$ cat src/rtl/hqm_aw_wrand_arb_wc_pipe_pkg.sv
// rtl/hqm_aw_wrand_arb_wc_pipe_pkg.sv - shared types and helper functions for the weighted-random arbiter
package hqm_aw_wrand_arb_wc_pipe_pkg;

   typedef enum logic [1:0] {
      SRC_NONE  = 2'd0,
      SRC_RANGE = 2'd1,
      SRC_RR    = 2'd2
   } grant_src_e;

   // floor(log2(value)), 0 for value <= 1
   function automatic int aw_logb2(input int value);
      int v;
      int r;
      v = value;
      r = 0;
      while (v > 1) begin
         v = v >> 1;
         r = r + 1;
      end
      return r;
   endfunction

   // Right-shifting Galois masks for maximal-length sequences, one per width
   function automatic logic [31:0] aw_lfsr_taps(input int rw);
      logic [31:0] t;
      case (rw)
         8:       t = 32'h0000_00B8;
         9:       t = 32'h0000_0110;
         10:      t = 32'h0000_0240;
         11:      t = 32'h0000_0500;
         12:      t = 32'h0000_0829;
         13:      t = 32'h0000_100D;
         14:      t = 32'h0000_2015;
         15:      t = 32'h0000_6000;
         16:      t = 32'h0000_D008;
         17:      t = 32'h0001_2000;
         18:      t = 32'h0002_0400;
         19:      t = 32'h0004_0023;
         20:      t = 32'h0009_0000;
         21:      t = 32'h0014_0000;
         22:      t = 32'h0030_0000;
         23:      t = 32'h0042_0000;
         24:      t = 32'h00E1_0000;
         25:      t = 32'h0120_0000;
         26:      t = 32'h0200_0023;
         27:      t = 32'h0400_0013;
         28:      t = 32'h0900_0000;
         29:      t = 32'h1400_0000;
         30:      t = 32'h2000_0029;
         31:      t = 32'h4800_0000;
         32:      t = 32'h8020_0003;
         default: t = 32'h0000_0000;
      endcase
      return t;
   endfunction

endpackage

$ cat src/rtl/hqm_aw_wrand_arb_wc_pipe_lfsr_wupdate.sv
// rtl/hqm_aw_wrand_arb_wc_pipe_lfsr_wupdate.sv - Galois LFSR that steps only when update is set
module hqm_aw_wrand_arb_wc_pipe_lfsr_wupdate
   import hqm_aw_wrand_arb_wc_pipe_pkg::*;
#(
   parameter int          RW   = 16,
   parameter int unsigned SEED = 1
) (
   input  logic          clk,
   input  logic          rst,
   input  logic          update,
   output logic [RW-1:0] lfsr
);

   localparam logic [RW-1:0] TAPS   = RW'(aw_lfsr_taps(RW));
   localparam logic [RW-1:0] SEED_V = RW'(SEED);

   if (SEED_V == '0) begin : g_bad_seed
      $error("LFSR seed must be non-zero");
   end

   logic [RW-1:0] lfsr_q;
   logic [RW-1:0] lfsr_d;

   always_comb begin
      lfsr_d = lfsr_q;
      if (update) begin
         lfsr_d = (lfsr_q >> 1) ^ (lfsr_q[0] ? TAPS : '0);
      end
   end

   always_ff @(posedge clk) begin
      if (rst) begin
         lfsr_q <= SEED_V;
      end else begin
         lfsr_q <= lfsr_d;
      end
   end

   assign lfsr = lfsr_q;

endmodule

$ cat src/rtl/hqm_aw_wrand_arb_wc_pipe.sv
// rtl/hqm_aw_wrand_arb_wc_pipe.sv - weighted-random range arbiter with round-robin work-conserving fallback
module hqm_aw_wrand_arb_wc_pipe
   import hqm_aw_wrand_arb_wc_pipe_pkg::*;
#(
   parameter int          NUM_REQS   = 4,
   parameter int          RW         = 16,
   parameter int unsigned SEED       = 1,
   parameter int          NUM_REQSB2 = aw_logb2(NUM_REQS-1) + 1
) (
   input  logic                   clk,
   input  logic                   rst,
   input  logic [NUM_REQS-1:0]    reqs,
   input  logic [NUM_REQS*RW-1:0] cfg_range_min,
   input  logic [NUM_REQS*RW-1:0] cfg_range_max,
   input  logic                   cfg_wc_mode,
   input  logic                   out_ready,
   output logic                   out_valid,
   output logic [NUM_REQSB2-1:0]  out_winner,
   output logic                   out_configured,
   output logic                   out_fallback
);

   if ((NUM_REQS < 2) || (NUM_REQS > 2048)) begin : g_bad_num_reqs
      $error("NUM_REQS out of range 2..2048");
   end
   if ((RW < 8) || (RW > 32)) begin : g_bad_rw
      $error("RW out of range 8..32");
   end

   logic [RW-1:0]         lfsr;
   logic [RW-1:0]         rnd;
   logic                  load;
   logic                  sample;
   logic [NUM_REQSB2-1:0] hit_idx;
   logic                  hit_req;
   logic [NUM_REQSB2-1:0] rr_idx;
   logic                  rr_found;
   int                    rr_pos;
   grant_src_e            src;

   logic                  out_valid_q, out_valid_d;
   logic [NUM_REQSB2-1:0] out_winner_q, out_winner_d;
   logic                  out_configured_q, out_configured_d;
   logic                  out_fallback_q, out_fallback_d;
   logic [NUM_REQSB2-1:0] rr_ptr_q, rr_ptr_d;

   hqm_aw_wrand_arb_wc_pipe_lfsr_wupdate #(
      .RW   (RW),
      .SEED (SEED)
   ) u_lfsr (
      .clk    (clk),
      .rst    (rst),
      .update (sample),
      .lfsr   (lfsr)
   );

   // Descending scan so the lowest matching slot is the one left standing
   always_comb begin
      rnd     = lfsr - RW'(1);
      hit_idx = '0;
      hit_req = 1'b0;
      for (int i = NUM_REQS-1; i >= 0; i--) begin
         if ((cfg_range_min[i*RW +: RW] <= rnd) && (rnd <= cfg_range_max[i*RW +: RW])) begin
            hit_idx = NUM_REQSB2'(i);
            hit_req = reqs[i];
         end
      end
   end

   always_comb begin
      rr_found = 1'b0;
      rr_idx   = '0;
      rr_pos   = 0;
      for (int k = 0; k < NUM_REQS; k++) begin
         rr_pos = int'(rr_ptr_q) + k;
         if (rr_pos >= NUM_REQS) begin
            rr_pos = rr_pos - NUM_REQS;
         end
         if (!rr_found && reqs[rr_pos[NUM_REQSB2-1:0]]) begin
            rr_found = 1'b1;
            rr_idx   = rr_pos[NUM_REQSB2-1:0];
         end
      end
   end

   always_comb begin
      load             = ~out_valid_q | out_ready;
      sample           = load & (|reqs);
      out_valid_d      = out_valid_q;
      out_winner_d     = out_winner_q;
      out_configured_d = out_configured_q;
      out_fallback_d   = out_fallback_q;
      rr_ptr_d         = rr_ptr_q;
      src              = SRC_NONE;
      if (hit_req) begin
         src = SRC_RANGE;
      end else if (cfg_wc_mode) begin
         src = SRC_RR;
      end
      if (load) begin
         out_valid_d      = 1'b0;
         out_winner_d     = '0;
         out_configured_d = 1'b0;
         out_fallback_d   = 1'b0;
         if (sample) begin
            case (src)
               SRC_RANGE: begin
                  out_valid_d      = 1'b1;
                  out_winner_d     = hit_idx;
                  out_configured_d = 1'b1;
               end
               SRC_RR: begin
                  out_valid_d    = 1'b1;
                  out_winner_d   = rr_idx;
                  out_fallback_d = 1'b1;
                  rr_ptr_d       = (rr_idx == NUM_REQSB2'(NUM_REQS-1)) ? '0 : rr_idx + NUM_REQSB2'(1);
               end
               default: ;
            endcase
         end
      end
   end

   always_ff @(posedge clk) begin
      if (rst) begin
         out_valid_q      <= 1'b0;
         out_winner_q     <= '0;
         out_configured_q <= 1'b0;
         out_fallback_q   <= 1'b0;
         rr_ptr_q         <= '0;
      end else begin
         out_valid_q      <= out_valid_d;
         out_winner_q     <= out_winner_d;
         out_configured_q <= out_configured_d;
         out_fallback_q   <= out_fallback_d;
         rr_ptr_q         <= rr_ptr_d;
      end
   end

   assign out_valid      = out_valid_q;
   assign out_winner     = out_winner_q;
   assign out_configured = out_configured_q;
   assign out_fallback   = out_fallback_q;

`ifndef INTEL_SVA_OFF
   logic cfg_overlap;

   // Only configured slots (max >= min) can overlap
   always_comb begin
      cfg_overlap = 1'b0;
      for (int i = 0; i < NUM_REQS; i++) begin
         for (int j = i + 1; j < NUM_REQS; j++) begin
            if ((cfg_range_max[i*RW +: RW] >= cfg_range_min[i*RW +: RW]) &&
                (cfg_range_max[j*RW +: RW] >= cfg_range_min[j*RW +: RW]) &&
                (cfg_range_min[i*RW +: RW] <= cfg_range_max[j*RW +: RW]) &&
                (cfg_range_min[j*RW +: RW] <= cfg_range_max[i*RW +: RW])) begin
               cfg_overlap = 1'b1;
            end
         end
      end
   end

   a_no_range_overlap: assert property (@(posedge clk) disable iff (rst) !(cfg_overlap && (|reqs)));
`endif

endmodule

$ cat config.mk
export PLATFORM = sky130hd
export DESIGN_NAME = hqm_aw_wrand_arb_wc_pipe
export DESIGN_NICKNAME = d
export VERILOG_FILES = /design/src/rtl/hqm_aw_wrand_arb_wc_pipe_pkg.sv /design/src/rtl/hqm_aw_wrand_arb_wc_pipe_lfsr_wupdate.sv /design/src/rtl/hqm_aw_wrand_arb_wc_pipe.sv
export SDC_FILE = /design/constraint.sdc
export NUM_CORES = 1
export LEC_CHECK = 0
export CAP_MARGIN = 20
export CORE_ASPECT_RATIO = 0.5
export CORE_MARGIN = 2
export CORE_UTILIZATION = 40
export CTS_BUF_LIST = sky130_fd_sc_hd__clkbuf_2 sky130_fd_sc_hd__clkbuf_4 sky130_fd_sc_hd__clkbuf_8
export CTS_CLUSTER_DIAMETER = 60
export DETAILED_ROUTE_END_ITERATION = 10
export PLACE_DENSITY = 0.77
export SYNTH_ARGS = -nofsm -noshare
export SYNTH_HDL_FRONTEND = slang
export SYNTH_SLANG_ARGS = --single-unit
export TNS_END_PERCENT = 1
$ cat constraint.sdc
create_clock -name clk -period 6 [get_ports clk]
set_input_delay 1.8 -clock clk [delete_from_list [all_inputs] [get_ports clk]]
set_output_delay 1.8 -clock clk [all_outputs]
set_load 0.005 [all_outputs]
==> parameters.txt <==
Parameter                              Value

Synth
  Fraction of synthesized cell area taken by the top area cell type    around 33%
  Dominant register cell in the synthesized netlist    dfxtp_1
  Post-synthesis share of cell area spent on and, or, nand and nor gates    20.3%
  Mapped cell area    4530 sq um
  Synth Area per Inst    around 7.6 sq um
  Synth warnings    0
  Number of instances in the synthesized netlist    593
  Share of cell area taken by muxes after synthesis    0.773%
  Count of cell types in the netlist    59
  Share of synthesized area occupied by flip-flops and latches    between 10 and 15%
  Synthesized flop and latch total    23
  Synthesized-area fraction occupied by ao, oa, aoi and oai cells    21.5%
  Leading cell types by total area after synthesis    ha_1 33%, dfxtp_1 10%, inv_1 7.2%
  EDFF count, synth    0
  Largest family of logic cells by synthesized area    adder cells
  Syn nets    850
  Library cell occupying the most area in the post-synthesis netlist    ha_1
  Ys async rst share    0%
  Area share of fa/ha/maj cells after synthesis    33.8%
  Post-synthesis xor/xnor area fraction    5.22%

Timing
  Maximum clock skew at final layout    0.00595 ns
  Maximum operating frequency    0.194 GHz
  Number of endpoints failing setup at the final stage    0
  Sum of negative setup slack    0 ns
  Minimum setup slack in the final design    approximately 0.85 ns
  Relative max-transition margin    36.9%
  Unrepaired setup endpoints after global routing    false
  Count of final hold-check violations    0
  Slew Limit Fails    0
  Transition time of the tightest slew-check pin    0.943 ns
  Fin crit period    5.15 ns
  Crit share post-route    85.8%
  Worst hold margin    0.470 ns

Critical path
  Most numerous cell on the critical path    or3_1
  Crit-path max FO    6
  Ordered list of cells on the worst path    or3_1 > or3_1 > or2_2 > nor2_1 > nand2_1 > or3_1 > xnor2_1 > buf_4 > inv_1 > ha_1 > nand4_1 > nor3_1 > mux2i_1 > nor3_1 > a21oi_1 > or2_2 > a311oi_4 > or3_4 > mux2_4
  Cell with the largest stage delay on the worst path    or3_1
  Crit path arrival time    5.31 ns
  Launching element type of the critical path    flop
  Number of buffer and inverter instances along the worst setup path    2
  Start-to-end type of the worst setup path    reg -> reg
  CP Data Required Time    about 6.2 ns
  Cell family contributing the most delay on the critical path    simple AND/OR/NAND/NOR gates
  Worst setup EP type    flop
  Delay of the slowest critical-path stage    0.49 ns
  Logic depth of the worst setup path including buffers    19
  Cell depth of the worst flop-to-flop path    19

Placement
  DP Cell Count    875
  Worst slack at placement    about 0.91 ns
  Total half-perimeter wirelength after legalization and detailed placement    11.5 mm
  Post-detailed-placement cell area    between 6000 and 7000 sq um
  Final weighted congestion in routability-driven placement    between 0.9 and 1
  Number of buffers inserted by port buffering    140

Die
  Number of rows in the core area    27
  Number of ports placed on the die boundary    141
  Height of the chip    79.3 microns
  Die Footprint    12,200 sq um
  Starting Density    41.1%
  Floorplan core area    11,000 sq um
  Die Span X    155 microns

Detailed routing
  Vias after detailed routing    4,823
  Post-Route WL    13.4 mm
  Final ANT Viol Nets    0
  Via-per-instance ratio    5.49
  Initial DRT Pass Iterations    5
  Routed length per placed instance    15.3 microns
  Drt drc    0
  First-iteration detailed-routing DRC count    between 200 and 300

Clock network
  CTS tree    built
  Setup Fix Bufs, Post-CTS    0
  Clock H-tree levels    1
  Number of gates given a new drive strength after cts    0
  Number of buffers inserted for hold repair after clock tree synthesis    0
  Root cell of the clock tree    clkbuf_8
  Maximum root-to-sink buffer count    2
  TritonCTS Buffers    3
  Clock insertion delay at the later pin of the skew report    0.27 ns
  Sinks on Clock Net    23
  CTS clock-pin slew for the worst setup and hold paths    roughly 0.08 ns

Finish
  Syn-to-layout area delta    36.5%
  Share of post-route cells with drive strength above 1    3.54%
  Top library cells by usage in the layout, fill and taps aside    140 x clkdlybuf4s50_1, 121 x ha_1, 87 x inv_1
  Net count, final    992
  Final core utilization    approximately 56%
  Commonest non-fill, non-tap cell in the layout    clkdlybuf4s50_1
  Area of all placed cells without fillers    6190 sq um
  Ant. Diodes    0
  Non-filler cells in the finished layout    879

GRT
  Wire length of the first global-routing pass    21.3 mm
  Overall global routing resource usage    21.3%
  Number of global-route vias before repair    roughly 4.7k
  Number of antenna violations at the first check in global routing    0
  Pin count of the biggest net entering global routing    29
  Total congestion overflow    0

Min path
  Path type of the worst min-delay path    reg -> reg
  Worst Hold Path Cells    2

Run
  MaxCap Viol Count    0

Power and ir drop
  Leakage component of the power    roughly 2.9 nW
  Max IR drop VDD    roughly 0.00015 V
  Power density cells    about 200 nW/um^2
  PnR Total Power    1.24 mW

Status
  Run status    completed
## routing by layer
layer  vias to the layer above  GRT usage, %  routed length (microns)
li1                       2437             -                        -
met1                      2215          27.5                     6170
met2                       148          37.7                     6220
met3                        23          2.62                      749
met4                         0          5.74                      263
met5                         -             0                        0
## flip-flops by register name (all words and copies together), names as in the netlist, named ones only
signal,cells
u_lfsr.lfsr,16
out_fallback,1
out_configured,1
rr_ptr_q,1
out_valid,1
out_winner,2
## tightest hold or removal path, stage by stage, from the launching register on
cell and delay [ns]:
dfxtp_1 0.32, nand2_1 0.05, o21ai_0 0.06
## cell usage after synthesis, types with 3 or more instances
| master | instances |
|---|---|
| a32oi_1 | 3 |
| nor3b_1 | 4 |
| a21o_1 | 15 |
| clkbuf_1 | 10 |
| a211oi_1 | 12 |
| nor2_1 | 28 |
| o211ai_1 | 5 |
| nor2b_1 | 19 |
| or3_1 | 7 |
| o221ai_1 | 3 |
| nand2_1 | 50 |
| o21ai_0 | 23 |
| xor2_1 | 6 |
| or4_1 | 3 |
| o31ai_1 | 3 |
| o21bai_1 | 3 |
| or2_2 | 4 |
| ha_1 | 121 |
| a31oi_1 | 5 |
| nand2b_1 | 3 |
| nand4_1 | 19 |
| xnor2_1 | 16 |
| o21a_1 | 6 |
| inv_1 | 87 |
| nand3_1 | 9 |
| a21oi_1 | 49 |
| dfxtp_1 | 23 |
| nor3_1 | 11 |
| and4_1 | 6 |
| nor4_1 | 4 |
## power breakdown
part	switching, mW	total [mW]	internal [mW]	leakage [nW]
logic	0.486	0.936	0.450	2.68
registers	0.0318	0.209	0.177	0.189
clock network	0.0485	0.100	0.0520	0.0262
## kinds of logic after synthesis
family,after synthesis
compound gates,147
xor+xnor,24
fa+ha+maj,123
buf+inv,99
flops,23
mux,3
simple gates,174
## cell type report
class,count,area (sq um)
Multi-Input combinational cell,471,3700
Clock buffer,4,48.8
Fill cell,1014,4830
Timing Repair Buffer,149,1470
Tap cell,145,181
Inverter,87,327
Sequential cell,23,460
## path summary, 6_finish.rpt
| kind | startpoint | endpoint | slack [ns] |
|---|---|---|---|
| worst max-delay path | u_lfsr.lfsr[2] | rr_ptr_q[1] | 0.85 |
| worst max register to register | u_lfsr.lfsr[2] | rr_ptr_q[1] | 0.85 |
| worst min-delay path | out_winner[0] | out_winner[0] | 0.47 |
| worst min register to register | out_winner[0] | out_winner[0] | 0.47 |
Power figures use the tool's default switching activity.
